===== src/rtl/mem_pkg.sv =====
// mem_pkg: funct3 codes, FSM state encoding, byte-enable constants and size decode shared by the MEM stage.
package mem_pkg;
    localparam logic [2:0] F3_B   = 3'b000;
    localparam logic [2:0] F3_H   = 3'b001;
    localparam logic [2:0] F3_W   = 3'b010;
    localparam logic [2:0] F3_BU  = 3'b100;
    localparam logic [2:0] F3_HU  = 3'b101;
    localparam logic [2:0] F3_BEQ = 3'b000;
    localparam logic [2:0] F3_BNE = 3'b001;

    localparam logic [3:0] BE_B   = 4'b0001;
    localparam logic [3:0] BE_HLO = 4'b0011;
    localparam logic [3:0] BE_HHI = 4'b1100;
    localparam logic [3:0] BE_W   = 4'b1111;

    typedef enum logic [1:0] {IDLE, REQ, WAIT_RSP, WB} state_t;

    // Any funct3 that is neither byte nor halfword is handled as a word access.
    function automatic logic is_byte(input logic [2:0] f3);
        return f3 == F3_B || f3 == F3_BU;
    endfunction

    function automatic logic is_half(input logic [2:0] f3);
        return f3 == F3_H || f3 == F3_HU;
    endfunction
endpackage


===== src/rtl/load_extend.sv =====
// load_extend: selects the addressed byte/halfword lane of a load word and sign- or zero-extends it.
module load_extend
    import mem_pkg::*;
(
    input  logic [31:0] rdata,
    input  logic [1:0]  addr_lo,
    input  logic [2:0]  funct3,
    output logic [31:0] data
);
    logic [7:0]  b;
    logic [15:0] h;
    logic        sgn;

    always_comb begin
        b    = rdata[{addr_lo, 3'b000} +: 8];
        h    = addr_lo[1] ? rdata[31:16] : rdata[15:0];
        sgn  = ~funct3[2];
        data = is_byte(funct3) ? {{24{sgn & b[7]}}, b} :
               is_half(funct3) ? {{16{sgn & h[15]}}, h} : rdata;
    end
endmodule


===== src/rtl/mem_stage_lsu.sv =====
// mem_stage_lsu: RV32I MEM stage - BEQ/BNE resolution, single-outstanding dmem port, load extension, registered WB handoff.
// Optional MISALIGN_TRAP_EN adds misalign_trap and bypasses the memory port for misaligned halfword/word accesses.
module mem_stage_lsu
    import mem_pkg::*;
#(
    parameter int ADDR_W = 32,
    parameter int DATA_W = 32
) (
    input  logic              clk,
    input  logic              rst_n,
    input  logic              ex_valid,
    output logic              ex_ready,
    input  logic [DATA_W-1:0] ex_alu_result,
    input  logic [DATA_W-1:0] ex_store_data,
    input  logic [2:0]        ex_funct3,
    input  logic              ex_mem_read,
    input  logic              ex_mem_write,
    input  logic              ex_branch,
    input  logic              ex_zero,
    input  logic [DATA_W-1:0] ex_branch_target,
    input  logic [4:0]        ex_rd,
    input  logic              ex_reg_write,
    output logic              dmem_req,
    output logic              dmem_we,
    output logic [ADDR_W-1:0] dmem_addr,
    output logic [DATA_W-1:0] dmem_wdata,
    output logic [3:0]        dmem_be,
    input  logic              dmem_gnt,
    input  logic              dmem_rvalid,
    input  logic [DATA_W-1:0] dmem_rdata,
    output logic              wb_valid,
    output logic [4:0]        wb_rd,
    output logic              wb_reg_write,
    output logic [DATA_W-1:0] wb_data,
`ifdef MISALIGN_TRAP_EN
    output logic              misalign_trap,
`endif
    output logic              pc_src,
    output logic [DATA_W-1:0] pc_target
);
    state_t      state;
    logic [2:0]  lat_f3;
    logic [1:0]  lat_lo;
    logic        lat_reg_write;
    logic [3:0]  st_be;
    logic [31:0] st_wdata;
    logic [31:0] ld_data;
    logic        taken;
    logic        is_mem;
    logic        misaligned;

    always_comb begin
        st_be    = is_byte(ex_funct3) ? BE_B << ex_alu_result[1:0] :
                   is_half(ex_funct3) ? (ex_alu_result[1] ? BE_HHI : BE_HLO) : BE_W;
        st_wdata = is_byte(ex_funct3) ? {4{ex_store_data[7:0]}} :
                   is_half(ex_funct3) ? {2{ex_store_data[15:0]}} : ex_store_data;
        taken    = ex_branch && ((ex_funct3 == F3_BEQ && ex_zero) || (ex_funct3 == F3_BNE && !ex_zero));
        is_mem   = ex_mem_read || ex_mem_write;
`ifdef MISALIGN_TRAP_EN
        misaligned = is_mem && (is_half(ex_funct3) ? ex_alu_result[0] :
                     !is_byte(ex_funct3) && ex_alu_result[1:0] != 2'b00);
`else
        misaligned = 1'b0;
`endif
    end

    load_extend u_load_extend (
        .rdata   (dmem_rdata),
        .addr_lo (lat_lo),
        .funct3  (lat_f3),
        .data    (ld_data)
    );

    always_ff @(posedge clk or negedge rst_n) begin
        if (!rst_n) begin
            state         <= IDLE;
            ex_ready      <= 1'b1;
            lat_f3        <= '0;
            lat_lo        <= '0;
            lat_reg_write <= 1'b0;
            dmem_req      <= 1'b0;
            dmem_we       <= 1'b0;
            dmem_addr     <= '0;
            dmem_wdata    <= '0;
            dmem_be       <= '0;
            wb_valid      <= 1'b0;
            wb_rd         <= '0;
            wb_reg_write  <= 1'b0;
            wb_data       <= '0;
            pc_src        <= 1'b0;
            pc_target     <= '0;
`ifdef MISALIGN_TRAP_EN
            misalign_trap <= 1'b0;
`endif
        end else begin
            wb_valid <= 1'b0;
            pc_src   <= 1'b0;
`ifdef MISALIGN_TRAP_EN
            misalign_trap <= 1'b0;
`endif
            case (state)
                IDLE: if (ex_valid) begin
                    ex_ready      <= 1'b0;
                    lat_f3        <= ex_funct3;
                    lat_lo        <= ex_alu_result[1:0];
                    lat_reg_write <= ex_reg_write;
                    wb_rd         <= ex_rd;
                    wb_data       <= ex_alu_result;
                    pc_target     <= ex_branch_target;
                    pc_src        <= taken;
                    if (misaligned) begin
                        state        <= WB;
                        wb_valid     <= 1'b1;
                        wb_reg_write <= 1'b0;
`ifdef MISALIGN_TRAP_EN
                        misalign_trap <= 1'b1;
`endif
                    end else if (is_mem) begin
                        state      <= REQ;
                        dmem_req   <= 1'b1;
                        dmem_we    <= ex_mem_write;
                        dmem_addr  <= {ex_alu_result[ADDR_W-1:2], 2'b00};
                        dmem_be    <= st_be;
                        dmem_wdata <= st_wdata;
                    end else begin
                        state        <= WB;
                        wb_valid     <= 1'b1;
                        wb_reg_write <= ex_reg_write;
                    end
                end
                REQ: if (dmem_gnt) begin
                    dmem_req <= 1'b0;
                    if (dmem_we) begin
                        state        <= WB;
                        wb_valid     <= 1'b1;
                        wb_reg_write <= 1'b0;
                    end else begin
                        state <= WAIT_RSP;
                    end
                end
                WAIT_RSP: if (dmem_rvalid) begin
                    state        <= WB;
                    wb_valid     <= 1'b1;
                    wb_data      <= ld_data;
                    wb_reg_write <= lat_reg_write;
                end
                default: begin
                    state    <= IDLE;
                    ex_ready <= 1'b1;
                end
            endcase
        end
    end
endmodule


===== config.mk =====
export PLATFORM = sky130hd
export DESIGN_NAME = mem_stage_lsu
export DESIGN_NICKNAME = d
export VERILOG_FILES = /design/src/rtl/mem_pkg.sv /design/src/rtl/load_extend.sv /design/src/rtl/mem_stage_lsu.sv
export SDC_FILE = /design/constraint.sdc
export NUM_CORES = 1
export LEC_CHECK = 0
export ABC_AREA = 1
export BUFFER_PORTS_ARGS = -buffer_cell sky130_fd_sc_hd__buf_2
export CAP_MARGIN = 20
export CORE_MARGIN = 2
export CORE_UTILIZATION = 30
export DETAILED_ROUTE_END_ITERATION = 12
export SLEW_MARGIN = 0
export SYNTH_ARGS = -nofsm -noshare
export SYNTH_HDL_FRONTEND = slang
export SYNTH_SLANG_ARGS = --single-unit
export TNS_END_PERCENT = 5

===== constraint.sdc =====
create_clock -name clk -period 4.2 [get_ports clk]
set_input_delay 0.84 -clock clk [delete_from_list [all_inputs] [get_ports clk]]
set_output_delay 0.84 -clock clk [all_outputs]
set_load 0.02 [all_outputs]

; ---- Word level (Yosys, flattened, before mapping)
; Cells that the tools add are included.
[classes]
reduce_logical = 24
n_shift = 2
eq_ne = 14
bitwise_logic = 4
muxes = 37
[op_table]
columns = op, n
row1 = $mux 32, 6
row2 = $pmux 32 s2, 1
row3 = $shiftx 32x6->8, 1
row4 = $mux 1, 17
row5 = $mux 16, 1
row6 = $eq 3x3->1 const B, 4
row7 = $mux 4, 3
row8 = $ne 2x2->1 const B, 6
row9 = $reduce_and 3->1, 3
row10 = $mux 2, 4
row11 = $eq 3x1->1 const B, 2
row12 = $logic_not 3->1, 2
row13 = $logic_or 1x1->1, 6
row14 = $pmux 1 s3, 2
row15 = $pmux 2 s3, 1
row16 = $reduce_and 6->1, 1
row17 = $pmux 1 s2, 2
row18 = $reduce_and 2->1, 2
row19 = $reduce_and 4->1, 1
row20 = $reduce_bool 2->1, 2
row21 = $shl 1x2->4 const A, 1
row22 = $logic_and 1x1->1, 3
row23 = $reduce_bool 3->1, 1
row24 = $and 1x1->1, 2
row25 = other kinds (6), 7
[word_totals]
out_inout_bits = 143
register_bits = 149

; ---- Depth between registers and ports, before layout
; Gate-level depths: netlist of run 1.
[logic_depth]
depth_word = 6
depth_mapped = 11

; ---- Modules after synthesis
; Synthesis of run 1 repeated with hierarchy kept, for this count alone.
[unflattened]
hier_cells = 1020
area_unflattened_um2 = 7564.8
[by_module_without_submodules]
columns = module, seq_area_each_um2, n_inst, cells_each, area_each_um2
row1 = mem_stage_lsu, 3729.8, 1, 791, 6497.5
row2 = load_extend, 0.0, 1, 229, 1067.3

; ---- Least setup slack after synthesis of run 1
; Ideal clock, no wire load.
[synth_path]
path_type = input to register
start = input ex_mem_read
end = register dmem_addr[15]
stages = 9
required_ns = 4.070
slack_ns = 2.440
path_buffers = 2
arrival_time_ns = 1.629
path_cell_list = clkinv_1 nand2_1 nand2_1 nor2_2 inv_2 buf_6 buf_2 nand2_1 o21ai_1
[synth_between]
elab_chain_cells = 2
[synth_rtl]
columns = element, line
row1 = from (decl), mem_stage_lsu.sv:16  ; input logic ex_mem_read,
row2 = $logic_or 1x1->1, mem_stage_lsu.sv:58  ; is_mem = ex_mem_read || ex_mem_write;
row3 = $reduce_and 3->1 (no line), -
row4 = to (signal assigned), mem_stage_lsu.sv:122  ; dmem_addr <= {ex_alu_result[ADDR_W-1:2], 2'b00};
row5 = to (decl), mem_stage_lsu.sv:25  ; output logic [ADDR_W-1:0] dmem_addr,
; No other way between the ends.
; A chain may end at the register's enable or synchronous reset.

; ---- Final worst setup path of run 1
[layout_path]
start = register state[0]
end = register wb_data[24]
[layout_between]
elab_chain_cells = 3
word_cells_on_any_way = 7
cone_classes = eq/ne: 3 / mux: 1 / reduce/logical: 3
[layout_rtl]
columns = element, line
row1 = from (decl), mem_stage_lsu.sv:41  ; state_t state;
row2 = from (signal assigned), mem_stage_lsu.sv:76  ; state <= IDLE;
row3 = from (signal assigned), mem_stage_lsu.sv:112  ; state <= WB;
row4 = from (signal assigned), mem_stage_lsu.sv:119  ; state <= REQ;
row5 = $eq 2x2->1 or $logic_not 2->1 (tied branches), mem_stage_lsu.sv:101  ; case (state)
row6 = $ne 2x2->1 (no line) or $reduce_bool 2->1 (tied branches), -
row7 = $reduce_and 3->1 (no line), -
row8 = to (signal assigned), mem_stage_lsu.sv:108  ; wb_data <= ex_alu_result;
row9 = to (signal assigned), mem_stage_lsu.sv:144  ; wb_data <= ld_data;
row10 = to (decl), mem_stage_lsu.sv:34  ; output logic [DATA_W-1:0] wb_data,
; Several ways; a longest one is shown, not always the timed one.

==> results of run 1 <==
-- flip-flops by register name, indices dropped and copies added (netlist names), 2 cells and up --
register / count
wb_rd: 5
lat_lo: 2
dmem_addr: 30
pc_target: 32
dmem_wdata: 32
lat_f3: 3
dmem_be: 4
state: 2
wb_data: 32
-- metal layers --
metal	vias to the layer above	global-route usage, %	wire (µm)
met5	-	0	27
met3	26	3.826	1258
met1	3328	24.33	10670
li1	3614	-	-
met4	4	5.804	437
met2	217	28.73	11130
-- cell families after synthesis --
kind of cell | Yosys count | share of synthesized area, %
AOI/OAI and AO/OA | 135 | 9.526
adders and majority gates | 5 | 0.8401
buffers and inverters | 155 | 9.308
DFF | 149 | 50.08
other | 1 | 0.05035
and+or+nand+nor | 548 | 30.19
-- power breakdown --
part / internal (µW) / switching, µW
clock: 854 / 676
combinational: 1230 / 2540
sequential: 2120 / 472
total: 4200 / 3690
-- worst max path at each step --
stage                      start             end  slack [ps]  cells after the start
floorplan            ex_mem_read   dmem_addr[15]        2440                      9
global placement    ex_funct3[1]  dmem_wdata[31]        1660                      6
detailed placement  ex_funct3[1]  dmem_wdata[30]        1600                      5
CTS                     state[0]     wb_data[24]        1610                     11
global route            state[0]     wb_data[26]        1360                     11
finish                  state[0]     wb_data[24]        1630                     11
-- cells in the final DEF (no fill, tap or decap), drive strengths merged, types with 6 or more instances in the layout --
master  netlist  layout
nand3        70      70
o21ai        69      69
nand4         6       6
buf          40     295
nor2         25      25
a21oi        53      53
dfrtp       148     148
clkbuf       16      19
inv          98     105
nand2       447     447
-- per-stage QoR --
step	total power [µW]	hold WS, ps	cell area [µm²]
after floorplan	5182	453.4	7451
after global placement	6359	450.0	9050
after detailed placement	6415	455.6	9050
after CTS	7981	470.6	9632
after global routing	8528	499.2	9647
final	7890	465.9	9647
-- worst max-delay path, stage by stage, from the launching register on --
cell and delay (ps):
dfrtp_1 420, inv_1 120, ha_1 160, buf_4 360, inv_2 70, nor2_2 120, nor2_2 50, nand2_2 620
buf_4 320, a21oi_1 60, nand2_1 90, nand2_1 40
-- area by class of cell --
cell class,instances,area (µm²),area share [%]
clock buffer,19,442.9,4.591
clock inverter,13,138.9,1.440
timing repair buffer,295,1518,15.73
antenna,3,7.507,0.07782
multi-input combinational,690,3030,31.41
sequential,149,3730,38.66
tap,324,405.4,4.202
inverter,99,374.1,3.878
==> results by group, run 1 <==
Outcome
  • Status: complete, no violations

Synthesis
  • Area leader, netlist: dfrtp_1
  • Seq/Total Area, Yosys: roughly half
  • Syn Area/Cell: between 7 and 8 µm²
  • Mapped Cells: roughly 1000
  • Post-synth top flop: dfrtp_1
  • Most frequent cell after synthesis: nand2_1
  • Synth Cell Area: ~0.0074 mm²
  • Ys async rst share: 100.0%
  • Most frequent cells after synthesis: 444 x nand2_1, 148 x dfrtp_1, 79 x inv_1
  • Netlist cell types: 34
  • Most area-consuming cells after synthesis: dfrtp_1 50%, nand2_1 22%, nand3_1 4.2%
  • Post-synth top area share: between 40% and 50%
  • Yosys warning count: 0
  • EDFF count, synth: 0
  • Flops & latches, synth: 149

Critical path
  • Crit start category: flip-flop
  • Crit Path Category: flip-flop to flip-flop
  • Largest fanout on the critical path: 47
  • RR Endpoint: wb_data[24]
  • RR Startpoint: state[0]
  • Flop-to-flop setup slack: approximately 1600 ps
  • FF-to-FF path depth: 11
  • Req. time, crit path: ~4500 ps
  • Worst EP arrival: 2880 ps
  • Crit. End Element: flip-flop

Timing
  • Tmin final: 2570 ps
  • Clock Skew: between 10 and 15 ps
  • Final hold violations: 0
  • Slew margin rel.: 39.84%
  • Setup TNS: 0 ps
  • Fin crit share: 61.19%
  • RSZ-0062 raised after global routing: no
  • Slew @ Worst Pin: between 900 and 1000 ps
  • Final setup violation count: 0
  • Max Slew Vio Count: 0
  • Fmax: between 300 and 400 MHz
  • Final worst setup slack: 1630 ps

Floorplanning
  • Die Wd: between 150 and 200 µm
  • Row count: between 50 and 60
  • Die Area: about 0.026 mm²
  • Ports: roughly 290
  • Starting density of the core: 30.62%
  • DIE HEIGHT: between 150 and 200 µm
  • Core footprint: around 0.024 mm²

Run
  • Max-cap violations: 0

Clocking
  • CTS tree: built
  • Hold buffers post-CTS: 0
  • Clock root buffer: clkbuf_16
  • Postcts setup bufs: 0
  • CTS Buf Count: 17
  • PostCTS Resize Cnt: 0
  • Clk Latency, worst-skew pair: ~420 ps
  • Worst-path clk slew: around 60 ps
  • # clock sinks: approximately 150
  • H-Tree Depth: 4
  • Max Root-Sink Buffers: 2

Routing
  • WL per Instance: 14.78 µm
  • 1st-pass router iterations: 5
  • Total Routed Length: approximately 24000 µm
  • Via-per-instance ratio: about 4.5
  • Post-route ant nets: 0
  • Residual DRC: 0
  • Via count: approximately 7200
  • Drt initial violations: roughly 330

GRT
  • First-pass GRT wire length: around 37000 µm
  • Largest net degree at the start of global routing: 97
  • Congestion Overflow GR: 0
  • Antenna violations before repair: 5
  • Overall Global Routing Usage: around 18%
  • Vias in the first global route: slightly below 7000

Power
  • Leakage: 0.005479 µW
  • Maximum VDD drop: around 0.00035 V
  • Power per cell area: just over 800 mW/mm²

Cells and area
  • Synthesis-to-finish area growth: 29.54%
  • Post-layout util: 39.67%
  • Layout Cells excl Fill: approximately 1600
  • Layout cell share with drive strength beyond 1: approximately 29%
  • Final nets: between 1000 and 1500
  • # fillers: 2548

Worst hold path
  • Min-Delay Path Class: flip-flop to flip-flop
  • Hold EP: dmem_addr[2]
  • Hold_sp: dmem_addr[2]
  • Hold Path Stages: 2

Placed design
  • DP Worst Slack: roughly 1600 ps
  • I/O Buffers: 286
  • Hpwl dp: ~17000 µm
  • Cells after DPL: approximately 1600
  • GPL Wtd Cong: 0.8744
Power figures use the tool's default switching activity.
==> run 2, diff against run 1 <==
==> constraint.sdc (replaced) <==
create_clock -name clk -period 2.4 [get_ports clk]
set_input_delay 0.48 -clock clk [delete_from_list [all_inputs] [get_ports clk]]
set_output_delay 0.48 -clock clk [all_outputs]
set_load 0.02 [all_outputs]
==> run 2 against run 1 <==
Against the previous run: final area is 1.3% higher; fmax is 32% higher; utilization is 0.52 points higher; sequential cell count stayed put; count of clock-buffer cells in the layout is 1 lower; combinational power is 81% higher.
==> results by group, run 2 (synthesized netlist as in run 1, its figures left out) <==
Timing
  • Setup TNS: 0 ps
  • Fmax: around 510 MHz
  • Final setup violation count: 0
  • Clock Skew: around 7.6 ps
  • RSZ-0062 raised after global routing: no
  • Max Slew Vio Count: 0
  • Final worst setup slack: between 400 and 500 ps
  • Tmin final: between 1500 and 2000 ps
  • Final hold violations: 0
  • Fin crit share: roughly four fifths

Clocking
  • Clock root buffer: clkbuf_16
  • CTS Buf Count: 17
  • CTS tree: built
  • H-Tree Depth: 4
  • Postcts setup bufs: 0
  • Worst-path clk slew: around 70 ps
  • Max Root-Sink Buffers: 2
  • PostCTS Resize Cnt: 0
  • # clock sinks: ~150
  • Clk Latency, worst-skew pair: about 420 ps

Placed design
  • Cells after DPL: about 1600
  • Hpwl dp: around 18000 µm
  • I/O Buffers: around 290
  • GPL Wtd Cong: a little over 0.9
  • DP Worst Slack: 480.1 ps

Critical path
  • Crit. End Element: flip-flop
  • Worst EP arrival: 2260 ps
  • Largest fanout on the critical path: 30
  • Critical path origin: state[0]
  • FF-to-FF path depth: 10
  • Flop-to-flop setup slack: 450 ps
  • Req. time, crit path: roughly 2700 ps
  • Crit Path Category: flip-flop to flip-flop
  • Crit start category: flip-flop
  • RR Startpoint: state[0]
  • RR Endpoint: wb_data[18]

Worst hold path
  • Hold EP: pc_target[13]
  • Hold Path Stages: 3
  • Min-Delay Path Class: input pin to flip-flop
  • Hold_sp: ex_branch_target[13]

Outcome
  • Status: complete, no violations

Floorplanning
  • Starting density of the core: a little under a third
  • Die Area: approximately 0.026 mm²
  • Die Wd: 161.6 µm
  • Ports: approximately 290
  • Core footprint: about 0.024 mm²
  • DIE HEIGHT: 161.6 µm
  • Row count: 57

Routing
  • Via count: 7196
  • WL per Instance: 14.66 µm
  • 1st-pass router iterations: 4
  • Residual DRC: 0
  • Total Routed Length: roughly 24000 µm
  • Via-per-instance ratio: around 4.5
  • Post-route ant nets: 0
  • Drt initial violations: 372

Cells and area
  • Largest registers: dmem_wdata: 32 flops, pc_target: 32 flops, wb_data: 32 flops
  • Synthesis-to-finish area growth: 31.23%
  • Commonest cells after routing, fill and taps aside: 443 x nand2_1, 285 x buf_2, 148 x dfrtp_1
  • Commonest non-fill, non-tap cell in the layout: nand2_1
  • Layout cell share with drive strength beyond 1: ~29%
  • Final nets: ~1400
  • Layout Cells excl Fill: 1608

GRT
  • First-pass GRT wire length: 37560 µm
  • Overall Global Routing Usage: a little under a fifth
  • Congestion Overflow GR: 0
  • Largest net degree at the start of global routing: 105
  • Antenna violations before repair: 11
  • Vias in the first global route: a little over 7000

Power
  • Total power: roughly 14000 µW
  • Power per cell area: 1425 mW/mm²
  • Maximum VDD drop: roughly 0.00058 V
  • Leakage: 0.005541 µW

Run
  • Max-cap violations: 0
run 2: changes by cell type in the layout (fill, tap and decap cells not counted), sizes merged:
cell,before,now
clkinv,3,5
clkbuf,19,18
clkinvlp,3,2
dlygate4sd3,0,1
diode,3,10
buf,295,303
run 2: through the flow:
step | area, µm² | hold WS (ps) | utilization, %
4_1_cts | 9748 | 219.9 | 40.08
6_report | 9773 | 244.2 | 40.19
3_5_place_dp | 9168 | 430.4 | 37.70
3_3_place_gp | 9160 | 428.1 | 37.67
2_1_floorplan | 7451 | 184.4 | -
5_1_grt | 9766 | 238.6 | 40.16
run 2: worst max-delay path: stages (launching register included):
cell and delay [ps]:
dfrtp_1 420, inv_1 110, ha_1 260, inv_2 60, nor2_2 130, nor2_2 50
nand2_2 340, buf_12 240, a21oi_1 70, nand2_1 90, nand2_1 50
run 2: final cells by class:
class,count,area (µm²)
antenna,10,25.02
inverter,99,374.1
multi-input combinational,690,3030
clock buffer,18,429.2
timing repair buffer,304,1638
sequential,149,3730
tap,324,405.4
fill,2573,14550
clock inverter,14,141.4
run 2: metal layers:
| layer | part of all wire, % | track usage [%] | wire (µm) |
|---|---|---|---|
| met2 | 47 | 28.63 | 10990 |
| met1 | 45 | 23.84 | 10500 |
| met3 | 5.8 | 4.186 | 1369 |
| met4 | 3.0 | 8.117 | 707 |
| met5 | 0.055 | 0 | 13 |
run 2: how the worst max path moves through the flow:
stage / to
global route: wb_data[20]
finish: wb_data[18]
CTS: wb_data[18]
detailed placement: wb_data[17]
global placement: dmem_wdata[31]
floorplan: wb_data[1]
run 2: what timing repair did:
item	CTS	global route
hold buffers	1	0
endpoints found under the hold margin	36	0
endpoints found under the setup margin	0	0
run 2: report_power, final:
part	switching [µW]	internal, µW	total (µW)
registers	717	3720	4440
clock network	1200	1460	2660
logic	4580	2240	6830
==> run 3, diff against run 2 <==
==> constraint.sdc (replaced) <==
create_clock -name clk -period 2 [get_ports clk]
set_input_delay 0.4 -clock clk [delete_from_list [all_inputs] [get_ports clk]]
set_output_delay 0.4 -clock clk [all_outputs]
set_load 0.02 [all_outputs]
==> run 3 against run 2 <==
Against the previous run: die area stayed put; global-route usage is 0.30 points lower; routed wire length is 0.37% lower; final area is 0.40% higher; largest power group unchanged; count of clock-buffer cells in the layout is 1 lower; first-iteration DRC count is 30% higher; utilization is 0.16 points higher; hold slack worse by 85 ps; critical path depth is 2 lower.
==> results by group, run 3 (synthesized netlist as in run 1, its figures left out) <==
Cells and area
  • Commonest cells after routing, fill and taps aside: 443 x nand2_1, 285 x buf_2, 148 x dfrtp_1
  • Synthesis-to-finish area growth: 31.75%
  • Final nets: between 1000 and 1500
  • Layout Cells excl Fill: about 1600
  • Largest registers: dmem_wdata: 32 flops, pc_target: 32 flops, wb_data: 32 flops
  • Post-layout util: between 40% and 50%
  • Commonest non-fill, non-tap cell in the layout: nand2_1
  • Layout cell share with drive strength beyond 1: between 20 and 30%
  • # fillers: around 2500

Timing
  • Max Slew Vio Count: 0
  • Final setup violation count: 0
  • Tmin final: roughly 1800 ps
  • Fin crit share: roughly nine tenths
  • Clock Skew: ~6.9 ps
  • Setup TNS: 0 ps
  • RSZ-0062 raised after global routing: no
  • Fmax: between 500 and 600 MHz
  • Final hold violations: 0

Clocking
  • CTS Buf Count: 17
  • Max Root-Sink Buffers: 2
  • CTS tree: built
  • H-Tree Depth: 4
  • Clk Latency, worst-skew pair: ~420 ps
  • # clock sinks: between 100 and 150
  • Worst-path clk slew: 70 ps
  • Clock root buffer: clkbuf_16

Power
  • Maximum VDD drop: around 0.00063 V
  • Power per cell area: 1721 mW/mm²
  • Leakage: 0.005580 µW

GRT
  • Vias in the first global route: between 6000 and 7000
  • First-pass GRT wire length: ~37000 µm
  • Congestion Overflow GR: 0
  • Antenna violations before repair: 5
  • Overall Global Routing Usage: between 10% and 20%
  • Largest net degree at the start of global routing: between 100 and 150

Floorplanning
  • Die Area: 0.02610 mm²
  • DIE HEIGHT: 161.6 µm
  • Die Wd: roughly 160 µm
  • Ports: 289
  • Starting density of the core: between 30% and 40%
  • Core footprint: 0.02432 mm²
  • Row count: 57

Critical path
  • Crit. End Element: flip-flop
  • Crit Path Category: flip-flop to flip-flop
  • Critical-path top delay cell: dfrtp_1
  • Most frequent CP cell: nand2_1
  • Worst EP arrival: a little over 2000 ps
  • Largest fanout on the critical path: 104
  • CP cell instances: inv_1 -> ha_1 -> nand2_1 -> nor2_2 -> inv_2 -> buf_12 -> nand2_1 -> o21ai_1
  • FF-to-FF path depth: 8
  • Crit path largest cell delay: ~420 ps
  • Crit start category: flip-flop
  • Req. time, crit path: roughly 2300 ps

Placed design
  • Cells after DPL: around 1600
  • GPL Wtd Cong: 0.9014
  • Hpwl dp: ~18000 µm
  • I/O Buffers: 286

Routing
  • Residual DRC: 0
  • Post-route ant nets: 0
  • Via count: between 7000 and 8000
  • Via-per-instance ratio: approximately 4.5
  • WL per Instance: ~15 µm
  • 1st-pass router iterations: 5
  • Total Routed Length: 23490 µm
  • Drt initial violations: 485

Run
  • Max-cap violations: 0

Worst hold path
  • Hold Path Stages: 3
  • Min-Delay Path Class: input pin to flip-flop

Outcome
  • Status: complete, no violations
run 3: power breakdown:
part           total [µW]  switching, µW  internal (µW)
registers            5290            829           4460
clock network        3300           1420           1880
logic                8290           5530           2760
run 3: area by class of cell:
class / instances / area, µm² / share of cell area, %
repair buffers: 307 / 1673 / 17.05
multi-input cells: 690 / 3030 / 30.89
clock inverters: 15 / 166.4 / 1.696
flip-flops and latches: 149 / 3730 / 38.01
diodes: 3 / 7.507 / 0.07651
clock buffers: 17 / 425.4 / 4.336
well taps: 324 / 405.4 / 4.132
inverters: 99 / 374.1 / 3.813
run 3: final timing paths:
check,startpoint,endpoint,slack [ps]
setup / recovery,state[0],dmem_addr[19],240
hold / removal,ex_branch_target[1],pc_target[1],160
setup reg to reg,state[0],dmem_addr[19],240
hold reg to reg,dmem_be[3],dmem_be[3],470
max in group asynchronous,rst_n,pc_target[24],820
min in group asynchronous,rst_n,dmem_addr[11],480
run 3: what timing repair did:
| item | CTS | global route |
|---|---|---|
| setup buffers | 0 | 0 |
| gates resized for setup | 0 | 0 |
| hold buffers | 1 | 0 |
| hold endpoints to repair | 37 | 0 |
run 3: metal layers:
layer	vias up	share of wire, %	track usage [%]
li1	3639	-	-
met1	3277	44	23.53
met2	226	48	28.87
met3	39	5.8	3.955
met4	4	2.2	6.534
met5	-	0.11	0
run 3: critical path, delay by kind of cell, from the launching register on:
family | cells | cell delay [ps]
adders and majority gates | 1 | 250
buffers and inverters | 3 | 400
AOI/OAI and AO/OA | 1 | 70
and+or+nand+nor | 3 | 400
DFF | 1 | 420
run 3: per-stage QoR:
stage | cell area, µm² | total power, µW | hold WS, ps | worst slack (ps)
after global placement | 9203 | 13570 | 364.6 | 350.3
final | 9812 | 16880 | 159.3 | 240.0
after floorplan | 7451 | 10880 | 104.4 | 447.4
after detailed placement | 9203 | 13690 | 365.8 | 271.7
after global routing | 9807 | 18190 | 148.1 | 93.41
after CTS | 9804 | 17070 | 138.3 | 248.3
